[src/rtl/sram_arb_pkg.sv]
// Shared types and constants for the SRAM client arbiter.
package sram_arb_pkg;

   localparam int unsigned DEF_ADDR_W = 20;
   localparam int unsigned DEF_DATA_W = 16;

   typedef enum logic [2:0] {
      ST_IDLE,
      ST_ISSUE,
      ST_GUARD,
      ST_BUSY,
      ST_DONE
   } arb_state_t;

   // Index width for n items; never narrower than one bit.
   function automatic int unsigned idx_w(input int unsigned n);
      return (n > 1) ? $clog2(n) : 1;
   endfunction

endpackage

[src/rtl/rr_picker.sv]
// Combinational round-robin picker: first asserted request at or after ptr, wrapping.
module rr_picker #(
   parameter int unsigned N     = 3,
   parameter int unsigned IDX_W = 2
) (
   input  logic [N-1:0]     req,
   input  logic [IDX_W-1:0] ptr,
   output logic             valid_c,
   output logic [IDX_W-1:0] idx_c
);

   logic [IDX_W-1:0] cand;

   always_comb begin
      valid_c = 1'b0;
      idx_c   = '0;
      cand    = '0;
      for (int unsigned k = 0; k < N; k++) begin
         cand = IDX_W'((32'(ptr) + k) % N);
         if (!valid_c && req[cand]) begin
            valid_c = 1'b1;
            idx_c   = cand;
         end
      end
   end

endmodule

[src/rtl/sram_arbiter.sv]
// Round-robin arbiter sharing one SRAM controller port among NUM_REQ clients,
// one transaction at a time, with completion tracking and timeout abort.
module sram_arbiter
   import sram_arb_pkg::*;
#(
   parameter int unsigned NUM_REQ = 3,
   parameter int unsigned ADDR_W  = DEF_ADDR_W,
   parameter int unsigned DATA_W  = DEF_DATA_W,
   parameter int unsigned TIMEOUT = 64
) (
   input  logic                      i_clk,
   input  logic                      i_rst,
   input  logic [NUM_REQ-1:0]        i_req,
   input  logic [NUM_REQ-1:0]        i_wr,
   input  logic [NUM_REQ*ADDR_W-1:0] i_addr,
   input  logic [NUM_REQ*DATA_W-1:0] i_wdata,
   output logic [NUM_REQ-1:0]        o_gnt,
   output logic [NUM_REQ-1:0]        o_done,
   output logic                      o_err,
   output logic [DATA_W-1:0]         o_rdata,
   output logic                      o_busy,
   output logic                      o_mem_req,
   output logic                      o_mem_wr,
   output logic [ADDR_W-1:0]         o_mem_addr,
   output logic [DATA_W-1:0]         o_mem_wdata,
   input  logic                      i_mem_wait,
   input  logic [DATA_W-1:0]         i_mem_rdata
);

   localparam int unsigned IDX_W = idx_w(NUM_REQ);
   localparam int unsigned CNT_W = $clog2(TIMEOUT);

   arb_state_t       state;
   logic [IDX_W-1:0] win_idx;
   logic [IDX_W-1:0] rr_ptr;
   logic [CNT_W-1:0] cnt;
   logic             pick_valid;
   logic [IDX_W-1:0] pick_idx;

   rr_picker #(
      .N     (NUM_REQ),
      .IDX_W (IDX_W)
   ) u_pick (
      .req     (i_req),
      .ptr     (rr_ptr),
      .valid_c (pick_valid),
      .idx_c   (pick_idx)
   );

   // FSM with registered outputs; o_err doubles as the timeout flag for the DONE cycle.
   always_ff @(posedge i_clk or negedge i_rst) begin
      if (!i_rst) begin
         state       <= ST_IDLE;
         win_idx     <= '0;
         rr_ptr      <= '0;
         cnt         <= '0;
         o_gnt       <= '0;
         o_done      <= '0;
         o_err       <= 1'b0;
         o_rdata     <= '0;
         o_busy      <= 1'b0;
         o_mem_req   <= 1'b0;
         o_mem_wr    <= 1'b0;
         o_mem_addr  <= '0;
         o_mem_wdata <= '0;
      end else begin
         o_gnt     <= '0;
         o_done    <= '0;
         o_err     <= 1'b0;
         o_mem_req <= 1'b0;
         case (state)
            ST_IDLE: begin
               if (pick_valid) begin
                  state       <= ST_ISSUE;
                  win_idx     <= pick_idx;
                  rr_ptr      <= (pick_idx == IDX_W'(NUM_REQ - 1)) ? '0 : pick_idx + IDX_W'(1);
                  o_mem_wr    <= i_wr[pick_idx];
                  o_mem_addr  <= i_addr[32'(pick_idx)*ADDR_W +: ADDR_W];
                  o_mem_wdata <= i_wdata[32'(pick_idx)*DATA_W +: DATA_W];
                  o_mem_req   <= 1'b1;
                  o_gnt       <= NUM_REQ'(1) << pick_idx;
                  o_busy      <= 1'b1;
               end
            end
            ST_ISSUE: begin
               state <= ST_GUARD;
               cnt   <= '0;
            end
            // Controller wait is registered, so it is not trusted until BUSY.
            ST_GUARD: begin
               state <= ST_BUSY;
               cnt   <= cnt + CNT_W'(1);
            end
            ST_BUSY: begin
               if (!i_mem_wait) begin
                  state   <= ST_DONE;
                  o_rdata <= i_mem_rdata;
                  o_done  <= NUM_REQ'(1) << win_idx;
               end else if (cnt == CNT_W'(TIMEOUT - 1)) begin
                  state   <= ST_DONE;
                  o_rdata <= '0;
                  o_err   <= 1'b1;
                  o_done  <= NUM_REQ'(1) << win_idx;
               end else begin
                  cnt <= cnt + CNT_W'(1);
               end
            end
            ST_DONE: begin
               state  <= ST_IDLE;
               o_busy <= 1'b0;
            end
            default: begin
               state  <= ST_IDLE;
               o_busy <= 1'b0;
            end
         endcase
      end
   end

endmodule
[config.mk]
export PLATFORM = sky130hd
export DESIGN_NAME = sram_arbiter
export DESIGN_NICKNAME = d
export VERILOG_FILES = /design/src/rtl/sram_arb_pkg.sv /design/src/rtl/rr_picker.sv /design/src/rtl/sram_arbiter.sv
export SDC_FILE = /design/constraint.sdc
export NUM_CORES = 1
export LEC_CHECK = 0
export ABC_AREA = 1
export ABC_CLOCK_PERIOD_IN_PS = 2000
export CORE_MARGIN = 10
export CORE_UTILIZATION = 25
export CTS_CLUSTER_SIZE = 24
export DETAILED_ROUTE_END_ITERATION = 16
export PLACE_DENSITY = 0.62
export SLEW_MARGIN = 20
export SYNTH_ARGS = -nofsm -noshare
export SYNTH_HDL_FRONTEND = slang
export SYNTH_SLANG_ARGS = --single-unit
[constraint.sdc]
create_clock -name i_clk -period 2 [get_ports i_clk]
set_input_delay 0.4 -clock i_clk [delete_from_list [all_inputs] [get_ports i_clk]]
set_output_delay 0.4 -clock i_clk [all_outputs]
set_load 0.02 [all_outputs]
==> flow_summary.yaml <==
status:
  status: "complete, but fails checks"
  violations: "negative setup slack"
floorplanning:
  rows: 47
  core_area_um2: 16500
  ios: 195
  die_h_um: 149
  dieArea_um2: 22300
  die_w_um: 149
  initial_core_util_pct: 25.4
power:
  seqPwrFrac_pct: 22.0
  vdd_drop_max_mv: 0.917
  p_leak_nw: 3.59
  p_per_area_nw_per_um2: 1640
  swShare_pct: 44.9
  p_sw_w: 0.00530
  comb_power_share_pct: 64.2
  power.clock.fraction_pct: 13.8
  intPower_w: 0.00651
timing:
  finalCritPeriodShare_pct: 104
  rsz0062_at_grt: "true"
  period_minus_slack_ns: 2.07
  slew_headroom_pct: 63.9
  hold_viol_final: 0
  fin_ws_ns: -0.0721
  setup_viol: 23
  timing.hold.ws_ns: 0.0414
  fmax_mhz: 483
  fin_worst_skew_ns: 0.00790
  drv_slew: 0
  worst_pin_slew_ns: 0.541
place:
  gp_congestion: 0.811
  portBuffers: 194
  place_inst: 1004
  dp_hpwl_um: 11500
flow_run:
  drv_cap: 0
cts:
  cts-buffers-inserted: 9
  cts_tree: "built"
  htree_levels: 3
  numClockSinks: 75
  clk_pin_slew_worst_paths_ns: 0.06
  cts.path.max_buffers: 2
  hold_buffers: 0
  clock_latency_ns: 0.34
  root_buffer: "clkbuf_16"
synth:
  synthCells: 585
  synth_cell_types: 32
  syn_avg_cell_area_um2: 7.16
  synth_edf_count: 0
  ys_seq_area_share_pct: 44.8
  ys_ff_latch: 75
  synthesis.nets: 723
  ys_warn_count: 0
  ys_async_sr_fraction_pct: 100
  synth_top_flop_cell: "dfrtp_1"
  synth_area_um2: 4190
setup_path:
  cp.arrival_ns: 2.33
  worstPathMaxFanout: 6
  endpoint_kind: "flop"
  cp_common_cell: "nand2_4"
  worst_r2r_startpoint: "rr_ptr[0]$_DFFE_PN0P_"
  rr_worst_depth: 13
  critical_path_class: "reg2reg"
  crit_path_cell_trace: "buf_6 > ha_4 > inv_4 > nand2_4 > nand3_4 > nand2_4 > a21boi_2 > buf_4 > nand2_4 > nor2_4 > buf_4 > inv_1 > a21oi_2"
  start_kind: "flop"
  crit_slowest_cell: "dfrtp_1"
  required_ns: 2.26
  critPathLaunch: "rr_ptr[0]$_DFFE_PN0P_"
  max_stage_delay_ns: 0.40
grt:
  grt_pass1_vias: 4457
  grt_usage_pct: 13.5
  grt_pass1_wl_um: 23700
  grt_max_degree: 46
  antenna_found_initial: 1
  overflow: 0
finish:
  drive_gt1_share_pct: 12.7
  area_delta_synth_final_pct: 71.9
  post_layout_nonfiller_instances: 1033
  fillerInstances: 1656
  final_nets: 945
hold_path:
  hp-class: "in2async"
detailed_routing:
  wirelength_um: 15500
  vias: 4336
  wire_per_inst_um: 15.0
  drc: 0
  via_per_inst: 4.20
  drtAntennaViolNets: 0
  drt-initial-drc-count: 194
  drt_first_pass_iters: 4
==> cells by family (layout without fill, tap and decap cells) <==
| logic type | Yosys count | in the layout | share of synthesized area (%) |
|---|---|---|---|
| AO/OA/AOI/OAI | 38 | 38 | 6.27 |
| XOR/XNOR | 1 | 1 | 0.209 |
| adder cells (fa/ha/maj) | 5 | 5 | 1.49 |
| buffers and inverters | 125 | 350 | 12.4 |
| flip-flops | 75 | 75 | 44.8 |
| other | 0 | 1 | 0 |
| AND/OR/NAND/NOR | 341 | 343 | 34.8 |
==> path summary, 6_finish.rpt <==
| check | end | slack [ns] |
|---|---|---|
| worst max-delay path | o_gnt[1]$_DFF_PN0_ | -0.07 |
| worst min-delay path | o_done[0]$_DFF_PN0_ | 0.04 |
| worst max register to register | o_gnt[1]$_DFF_PN0_ | -0.07 |
| worst min register to register | o_done[2]$_DFF_PN0_ | 0.45 |
| max in group asynchronous | o_mem_addr[0]$_DFFE_PN0P_ | 1.40 |
| min in group i_clk | o_done[2]$_DFF_PN0_ | 0.45 |
==> registers in the layout, indices dropped and copies added, names as in the netlist <==
name         count
o_mem_req        1
cnt              6
o_err            1
o_mem_wr         1
o_mem_wdata     16
o_done           3
o_gnt            3
rr_ptr           2
o_rdata         16
state            3
o_busy           1
win_idx          2
o_mem_addr      20
==> power by group through the flow <==
stage / combinational, W / clock, W / sequential (W)
2_1_floorplan: 0.00328 / 0 / 0.00326
3_3_place_gp: 0.00663 / 0 / 0.00258
3_5_place_dp: 0.00667 / 0 / 0.00260
4_1_cts: 0.00703 / 0.00169 / 0.00259
5_1_grt: 0.00839 / 0.00176 / 0.00268
6_report: 0.00758 / 0.00163 / 0.00259
==> layout make-up <==
class	instances	area [µm²]	area share, %
diodes	1	2.50	0.0347
clock buffers	10	229	3.18
repair buffers	232	2370	32.9
flip-flops and latches	75	1880	26.1
multi-input cells	387	1990	27.6
well taps	220	275	3.82
inverters	102	398	5.52
clock inverters	6	65.1	0.903
==> layer usage <==
layer | wire, µm | GRT usage (%) | part of all wire (%)
met5 | 13 | 0 | 0.084
met4 | 163 | 4.51 | 1.1
met3 | 1830 | 6.91 | 12
met2 | 6870 | 20.7 | 44
met1 | 6630 | 15.8 | 43
==> timing repair <==
item / in CTS / in global routing
resized for setup: 15 / 40
hold endpoints to repair: 0 / 0
gates cloned: 2 / 2
buffers inserted: 2 / 7
pin swaps: 3 / 8
endpoints found under the setup margin: 42 / 44
==> worst max-delay path: cells and delay by family (launching register included) <==
kind	cells	cell delay, ns
AND/OR/NAND/NOR	5	0.51
buffers and inverters	5	0.60
adder cells (fa/ha/maj)	1	0.18
flip-flops	1	0.40
AO/OA/AOI/OAI	2	0.30
==> cells in the final DEF, fill, tap and decap left out, types with 3 or more instances in the layout <==
master and instances:
buf_12 7, clkdlybuf4s50_1 193, nand2_1 242, nor2_4 5, clkbuf_16 11, inv_1 93, nor2_1 8, inv_2 4
ha_4 3, nand3_2 4, inv_4 3, dfrtp_1 74, o211ai_1 24, o21ai_0 4, nand2_2 10, nor3_1 6
nand3_4 3, nand2_4 5, nand3_1 48, buf_4 26
==> through the flow <==
stage / worst slack, ns / instance area, µm² / TNS [ns] / util (%) / power (W)
3_5_place_dp: -0.229 / 6530 / -8.17 / 39.5 / 0.00927
3_3_place_gp: -0.195 / 6530 / -6.71 / 39.5 / 0.00921
2_1_floorplan: 0.120 / 4190 / 0 / - / 0.00654
5_1_grt: -0.183 / 7200 / -5.62 / 43.6 / 0.0128
4_1_cts: -0.00311 / 6940 / -0.00900 / 42.0 / 0.0113
6_report: -0.0721 / 7200 / -1.02 / 43.6 / 0.0118
==> Yosys cell counts (3+ instances only) <==
library cell,n,area share (%)
a21oi_1,4,0.48
nor2_4,3,0.81
inv_1,95,8.5
nand3_1,52,6.2
nand2_1,254,23
buf_2,10,1.2
nand3_2,3,0.72
ha_1,5,1.5
clkbuf_1,5,0.45
o211ai_1,24,4.3
buf_4,6,1.1
o21ai_0,6,0.72
nor3_1,6,0.72
nand2_2,3,0.45
nor2_1,9,0.81
inv_2,6,0.54
dfrtp_1,75,45
Power figures use the tool's default switching activity.
